<file path="config.mk">
export PLATFORM = sky130hd
export DESIGN_NAME = addsub_digit_serial
export DESIGN_NICKNAME = d
export VERILOG_FILES = /design/src/rtl/addsub_digit_serial.sv
export SDC_FILE = /design/constraint.sdc
export NUM_CORES = 1
export LEC_CHECK = 0
export BUFFER_PORTS_ARGS = -buffer_cell sky130_fd_sc_hd__buf_2
export CORE_ASPECT_RATIO = 0.75
export CORE_MARGIN = 4
export CORE_UTILIZATION = 55
export DETAILED_ROUTE_END_ITERATION = 12
export PLACE_DENSITY = 0.78
export SYNTH_ARGS = -nofsm -noshare
export SYNTH_HDL_FRONTEND = slang
export SYNTH_SLANG_ARGS = --single-unit
</file>
<file path="constraint.sdc">
create_clock -name clk -period 2.38 [get_ports clk]
set_input_delay 0.476 -clock clk [delete_from_list [all_inputs] [get_ports clk]]
set_output_delay 0.476 -clock clk [all_outputs]
set_load 0.01 [all_outputs]
</file>
<file path="src/rtl/addsub_digit_serial.sv">
// -----------------------------------------------------------------------------
// addsub_digit_serial
//
// Multi-cycle adder/subtractor. A WIDTH-bit operand pair is processed DIGIT
// bits per clock through a single DIGIT-bit adder slice with a registered
// carry. cntrl=0 computes x+y; cntrl=1 computes x-y as x + ~y + 1.
// Operands are accepted and results returned via valid/ready handshakes.
//
// Parameters
//   WIDTH   operand/result width in bits
//   DIGIT   bits processed per cycle; must divide WIDTH exactly (N = WIDTH/DIGIT)
//
// Ports
//   clk        rising-edge clock
//   rst_n      synchronous active-low reset
//   in_valid   operand pair and cntrl are valid
//   in_ready   block idle and able to accept an operation
//   x, y       augend/minuend and addend/subtrahend
//   cntrl      0 = add, 1 = subtract
//   out_valid  s and flags hold a completed result
//   out_ready  downstream accepts the result
//   s          result modulo 2^WIDTH
//   c_out      carry out of the MSB (on subtract: 1 means no borrow)
//   ovf        signed overflow (carry into MSB xor carry out of MSB)
//   zero       s == 0
//
// Latency: acceptance edge E0, out_valid high after edge E0+N.
// Throughput with out_ready held high: one operation every N+2 cycles.
// -----------------------------------------------------------------------------
module addsub_digit_serial #(
    parameter int WIDTH = 16,
    parameter int DIGIT = 4
) (
    input  logic             clk,
    input  logic             rst_n,
    input  logic             in_valid,
    output logic             in_ready,
    input  logic [WIDTH-1:0] x,
    input  logic [WIDTH-1:0] y,
    input  logic             cntrl,
    output logic             out_valid,
    input  logic             out_ready,
    output logic [WIDTH-1:0] s,
    output logic             c_out,
    output logic             ovf,
    output logic             zero
);

    localparam int N     = WIDTH / DIGIT;
    localparam int CNT_W = (N > 1) ? $clog2(N) : 1;

    localparam logic [CNT_W-1:0] CNT_LAST = CNT_W'(N - 1);

    localparam logic [1:0] ST_IDLE = 2'd0;
    localparam logic [1:0] ST_RUN  = 2'd1;
    localparam logic [1:0] ST_DONE = 2'd2;

    // One DIGIT-bit slice of the ripple adder; MSB of the result is carry out.
    function automatic logic [DIGIT:0] digit_add(
        input logic [DIGIT-1:0] a,
        input logic [DIGIT-1:0] b,
        input logic             cin
    );
        return {1'b0, a} + {1'b0, b} + {{DIGIT{1'b0}}, cin};
    endfunction

    // Control state
    logic [1:0]       state;
    logic [CNT_W-1:0] cnt;

    // Operand shift registers: the digit being processed is always at the
    // bottom, so no variable part-select is needed.
    logic [WIDTH-1:0] x_sh;
    logic [WIDTH-1:0] y_sh;
    logic             carry;

    // Result accumulator: each new digit enters at the top and shifts down,
    // so after N digits digit 0 sits in the least significant position.
    logic [WIDTH-1:0] acc;

    // Slice datapath
    logic [DIGIT-1:0] x_dig;
    logic [DIGIT-1:0] y_dig;
    logic [DIGIT:0]   add_res;
    logic [DIGIT-1:0] sum_dig;
    logic             carry_nxt;
    logic             msb_cin;
    logic [WIDTH-1:0] acc_nxt;
    logic             last_dig;

    logic accept;
    logic release_out;

    assign in_ready    = (state == ST_IDLE);
    assign out_valid   = (state == ST_DONE);
    assign accept      = in_valid && in_ready;
    assign release_out = out_valid && out_ready;

    always_comb begin
        x_dig     = x_sh[DIGIT-1:0];
        y_dig     = y_sh[DIGIT-1:0];
        add_res   = digit_add(x_dig, y_dig, carry);
        sum_dig   = add_res[DIGIT-1:0];
        carry_nxt = add_res[DIGIT];
        // Carry into the top bit of this slice, recovered from the sum bit:
        // sum = a ^ b ^ cin  =>  cin = a ^ b ^ sum. Only meaningful on the
        // last digit, where that bit is the word MSB.
        msb_cin   = x_dig[DIGIT-1] ^ y_dig[DIGIT-1] ^ sum_dig[DIGIT-1];
        acc_nxt   = (acc >> DIGIT) | (WIDTH'(sum_dig) << (WIDTH - DIGIT));
        last_dig  = (cnt == CNT_LAST);
    end

    // ---- Control: state and digit counter ----
    always_ff @(posedge clk) begin
        if (!rst_n) begin
            state <= ST_IDLE;
            cnt   <= '0;
        end else begin
            case (state)
                ST_IDLE: begin
                    if (accept) begin
                        state <= ST_RUN;
                        cnt   <= '0;
                    end
                end
                ST_RUN: begin
                    if (last_dig) begin
                        state <= ST_DONE;
                        cnt   <= '0;
                    end else begin
                        cnt <= cnt + 1'b1;
                    end
                end
                ST_DONE: begin
                    if (release_out) begin
                        state <= ST_IDLE;
                    end
                end
                default: begin
                    state <= ST_IDLE;
                    cnt   <= '0;
                end
            endcase
        end
    end

    // ---- Datapath: operands, carry, accumulator ----
    // Cleared on reset so an aborted operation leaves nothing behind.
    always_ff @(posedge clk) begin
        if (!rst_n) begin
            x_sh  <= '0;
            y_sh  <= '0;
            carry <= 1'b0;
            acc   <= '0;
        end else if (state == ST_IDLE) begin
            if (accept) begin
                x_sh  <= x;
                // Subtract as x + ~y + 1: invert y here, inject the +1 as carry-in.
                y_sh  <= y ^ {WIDTH{cntrl}};
                carry <= cntrl;
                acc   <= '0;
            end
        end else if (state == ST_RUN) begin
            x_sh  <= x_sh >> DIGIT;
            y_sh  <= y_sh >> DIGIT;
            carry <= carry_nxt;
            acc   <= acc_nxt;
        end
    end

    // ---- Result registers: loaded only on the edge that enters DONE ----
    // They keep the last completed result through IDLE and the next RUN.
    always_ff @(posedge clk) begin
        if (!rst_n) begin
            s     <= '0;
            c_out <= 1'b0;
            ovf   <= 1'b0;
            zero  <= 1'b0;
        end else if ((state == ST_RUN) && last_dig) begin
            s     <= acc_nxt;
            c_out <= carry_nxt;
            ovf   <= msb_cin ^ carry_nxt;
            zero  <= (acc_nxt == '0);
        end
    end

endmodule

</file>
# Word level (Yosys, flattened, before mapping)
# Index checks and enable logic that the tools add are counted.
word_totals:
  regBits: 72
  ram_bits: 0
  output_inout_bits: 21
  romBits: 0
  latchBits: 0
  inputBits: 37
  wordCells: 53
  memories: 0
classes:
  n_shift: 0
  n_reduce_logical: 9
  div_mod_pow: 0
  bitwise_logic: 6
  n_eq_ne: 6
  n_addsub: 3
  n_mux: 19
  n_mul: 0
  magnitude_cmp: 0
op_table:
  columns: ["operator", "n"]
  rows:
  - ["$mux W16", 9]
  - ["$logic_not A16 Y1", 1]
  - ["$or A12 B16 Y16", 1]
  - ["$xor A16 B16 Y16", 1]
  - ["$pmux W2 S3", 2]
  - ["$mux W2", 5]
  - ["$add A4 B4 Y5", 1]
  - ["$add A5 B1 Y5", 1]
  - ["$eq A2 B2 Y1 const B", 2]
  - ["$ne A2 B1 Y1 const B", 2]
  - ["$reduce_and A2 Y1", 2]
  - ["$logic_and A1 B1 Y1", 3]
  - ["$mux W1", 3]
  - ["$reduce_and A3 Y1", 1]
  - ["$xor A1 B1 Y1", 3]
  - ["$add A2 B1 Y2 const B", 1]
  - ["$eq A2 B1 Y1 const B", 1]
  - ["$logic_not A2 Y1", 1]
  - ["$ne A2 B2 Y1 const B", 1]
  - ["$reduce_bool A2 Y1", 1]
  - ["$not A1 Y1", 1]

# Logic depth before layout (Yosys ltp)
depth:
  word_depth: 5
  ltp_mapped: 8

# Least setup slack after synthesis
# OpenSTA, ideal clock, no wires.
synth_timing:
  kind: "reg2reg"
  from: "reg x_sh[0]"
  to: "reg zero"
  path_buffers: 0
  stages_incl_launch_ff: 8
  setup_time_ps: 79
  arrival_time_ps: 1680
  synth_period_minus_slack_ps: 1760
  setup_slack_ps: 620
  path_cell_list: "dfxtp_1 -> inv_1 -> fa_1 -> inv_1 -> fa_1 -> nor3_1 -> a32oi_1 -> a211oi_2"
synth_between:
  elab_chain_cells: 4
synth_lines:
  columns: ["element", "line_no", "rtl"]
  rows:
  - ["from (decl)", "73", "logic [WIDTH-1:0] x_sh;"]
  - ["from (signal assigned)", "164", "x_sh <= x_sh >> DIGIT;"]
  - ["$add A4 B4 Y5", "64", "return {1'b0, a} + {1'b0, b} + {{DIGIT{1'b0}}, cin};"]
  - ["$add A5 B1 Y5", "64", null]
  - ["$or A12 B16 Y16", "109", "acc_nxt = (acc >> DIGIT) | (WIDTH'(sum_dig) << (WIDTH - DIGIT));"]
  - ["via acc_nxt[13]", "88", "logic [WIDTH-1:0] acc_nxt;"]
  - ["$logic_not A16 Y1", "183", "zero <= (acc_nxt == '0);"]
  - ["to (signal assigned)", "183", null]
  - ["to (decl)", "46", "output logic zero"]
# The timed path passes the listed nets, and every way through them passes these cells.
# A chain may end at the register's enable or synchronous reset.

# Final worst setup path
layout_timing:
  from: "reg x_sh[0]"
  to: "reg zero"
layout_between:
  elab_chain_cells: 4
layout_lines:
  columns: ["element", "line_no"]
  rows:
  - ["$add A4 B4 Y5", "64"]
  - ["$add A5 B1 Y5", "64"]
  - ["$or A12 B16 Y16", "109"]
  - ["$logic_not A16 Y1", "183"]
# No other way between the ends.

==> results.json <==
{
  "status": "finished, final reports clean",
  "finalSetupTns_ns": 0,
  "multiInputGateArea_mm2": 0.00149,
  "finalSetupViolCount": 0,
  "whs_ns": 0.376,
  "holdBufCountCts": 0,
  "crit_required_ns": 2.59,
  "synth-main-ff-cell": "dfxtp_1",
  "cts_setup_buffers": 0,
  "rsz0062_at_grt": "false",
  "cp_cell_sequence": "inv_1, fa_1, inv_1, fa_1, xor2_1, nor2_1, a32oi_1, a211oi_2",
  "start_util_pct": 56.7,
  "core.rowCount": 23,
  "syn-num-nets": 397,
  "portBuffers": 57,
  "cts.sinks": 68,
  "wl_per_cell_um": 14.0,
  "design.core.area_mm2": 0.00532,
  "drive_gt1_share_pct": 22.8,
  "cp_top_family": "adder cells",
  "synth_edf_count": 0,
  "drt_pre_antenna_iters": 4,
  "via_count": 2664,
  "cts_root_buf": "clkbuf_8",
  "critPathArrivalTime_ns": 2.14,
  "cp-start-kind": "flip-flop",
  "grt_pass1_wl_mm": 11.4,
  "drc": 0,
  "cap_viol_max_count": 0,
  "slew_headroom_pct": 21.9,
  "synthArstFlopShare_pct": 0,
  "r2r_slack_ns": 0.45,
  "grt_max_degree": 44,
  "layout_common_cells": "68 x dfxtp_1, 57 x buf_2, 51 x nand2_1",
  "setup.worst_path.class": "reg -> reg",
  "power.density_mw_per_mm2": 701,
  "worst_pin_slew_ns": 1.16,
  "hold_violations": 0,
  "cts_htree_levels": 3,
  "cts_tree": "done",
  "grt-ovfl-total": 0,
  "postRouteAntennaNets": 0,
  "finalWeightedCongestion": 0.806,
  "synth-seq-cells": 68,
  "synthesis.instances": 354,
  "crit_slowest_cell": "fa_1",
  "drt_iter0_markers": 217,
  "clockBufferDepth": 2,
  "wl_mm": 6.81,
  "place_hpwl_mm": 4.81,
  "stdcell_count": 488,
  "die-area_mm2": 0.00675,
  "synth_warnings": 0,
  "diodes": 0,
  "dp_cells": 472,
  "syn_to_final_growth_pct": 17.5,
  "post_cts_resize_count": 0,
  "numCtsBuffers": 9,
  "syn_avg_cell_area_um2": 8.52,
  "die_h_um": 72.1,
  "finClkSkew_ns": 0.00863,
  "clk_pin_slew_ns": 0.08,
  "register_area_mm2": 0.00136,
  "clk_latency_ns": 0.35,
  "grt.total_usage_pct": 21.4,
  "slowest_delay_ns": 0.44,
  "num-fill-cells": 457,
  "via_per_inst": 5.46,
  "setup_slack_ns": 0.449,
  "synth_area_mm2": 0.00302,
  "fin_util_pct": 66.6,
  "hp-class": "in -> reg",
  "ys_seq_area_share_pct": 45.1,
  "ir_worst_vdd_mv": 0.527,
  "layout_commonest_cell": "dfxtp_1",
  "fmax_mhz": 518,
  "maxSlewViolCount": 0,
  "period_needed_ns": 1.93,
  "p_leak_uw": 0.00144,
  "fin_nets": 451,
  "period_share_pct": 81.1,
  "worst-path-max-fanout": 3,
  "dpl_worst_slack_ns": 0.405,
  "pin_count": 58,
  "die_width_um": 93.5,
  "endpoint_kind": "flip-flop",
  "grt_antenna_before_repair": 0,
  "synthDistinctLibCells": 42,
  "first_global_vias": 2553,
  "path_buf_inv": 2
}
-- area by class of cell --
cell class,instances,area share (%)
clock buffer,11,4.27
clock inverter,5,1.02
inverter,7,0.742
multi-input combinational,253,41.9
sequential,68,38.4
tap,75,2.65
timing repair buffer,69,10.9
-- state kept, by name (all words and copies together), names as in the netlist --
name,flops
acc,12
c_out,1
carry,1
cnt,2
ovf,1
s,16
state,2
x_sh,16
y_sh,16
zero,1
-- stage by stage --
stage	cell area (um^2)	power (uW)
4_1_cts	3540	2490
5_1_grt	3540	2600
3_5_place_dp	3360	1630
2_1_floorplan	3020	1520
3_3_place_gp	3360	1610
6_report	3540	2480
-- layer usage --
| layer | vias to the layer above | wire length (um) | global-route usage (%) |
|---|---|---|---|
| met5 | - | 0 | 0 |
| met4 | 0 | 107 | 7.97 |
| met3 | 9 | 428 | 6.11 |
| met2 | 77 | 3290 | 34.6 |
| met1 | 1247 | 2980 | 27.3 |
| li1 | 1331 | - | - |
-- cells in the mapped netlist, types with 2 or more instances --
master	count	share of area [%]
a21oi_1	44	7.3
a22oi_1	18	4.5
buf_2	8	1.3
buf_4	2	0.50
clkbuf_1	13	1.6
clkbuf_8	2	0.91
dfxtp_1	68	45
fa_1	2	1.3
ha_1	4	1.7
inv_1	6	0.75
nand2_1	51	6.3
nand2b_1	14	2.9
nand3_1	4	0.66
nor2_1	32	4.0
nor3_1	5	0.83
o211ai_1	12	3.0
o21ai_0	14	2.3
o31ai_1	14	3.5
xnor2_1	13	3.8
xor2_1	6	1.7
-- worst register-to-register path, stage by stage (launching register included) --
cell      delay (ns)
dfxtp_1         0.31
inv_1           0.06
fa_1            0.44
inv_1           0.09
fa_1            0.22
xor2_1          0.28
nor2_1          0.09
a32oi_1         0.25
a211oi_2        0.07
-- kinds of logic after synthesis --
logic type,Yosys count,synth area share [%]
and+or+nand+nor,117,17.6
AOI/OAI and AO/OA,111,23.2
DFF,68,45.1
buffers and inverters,33,5.60
xor gates and xnor gates,19,5.52
adders and majority gates,6,2.99
-- report_power, final --
part	internal (uW)	switching [uW]
logic	162	206
clock network	434	441
registers	1200	40.9
total	1790	688
-- final timing paths --
kind                               from  endpoint  cells after the start
worst min register to register    s[10]     s[10]                      2
worst max register to register  x_sh[0]      zero                      8
worst min-delay path              x[13]  x_sh[13]                      3
worst max-delay path            x_sh[0]      zero                      8
Note: power is estimated with default switching activity, not from simulation.
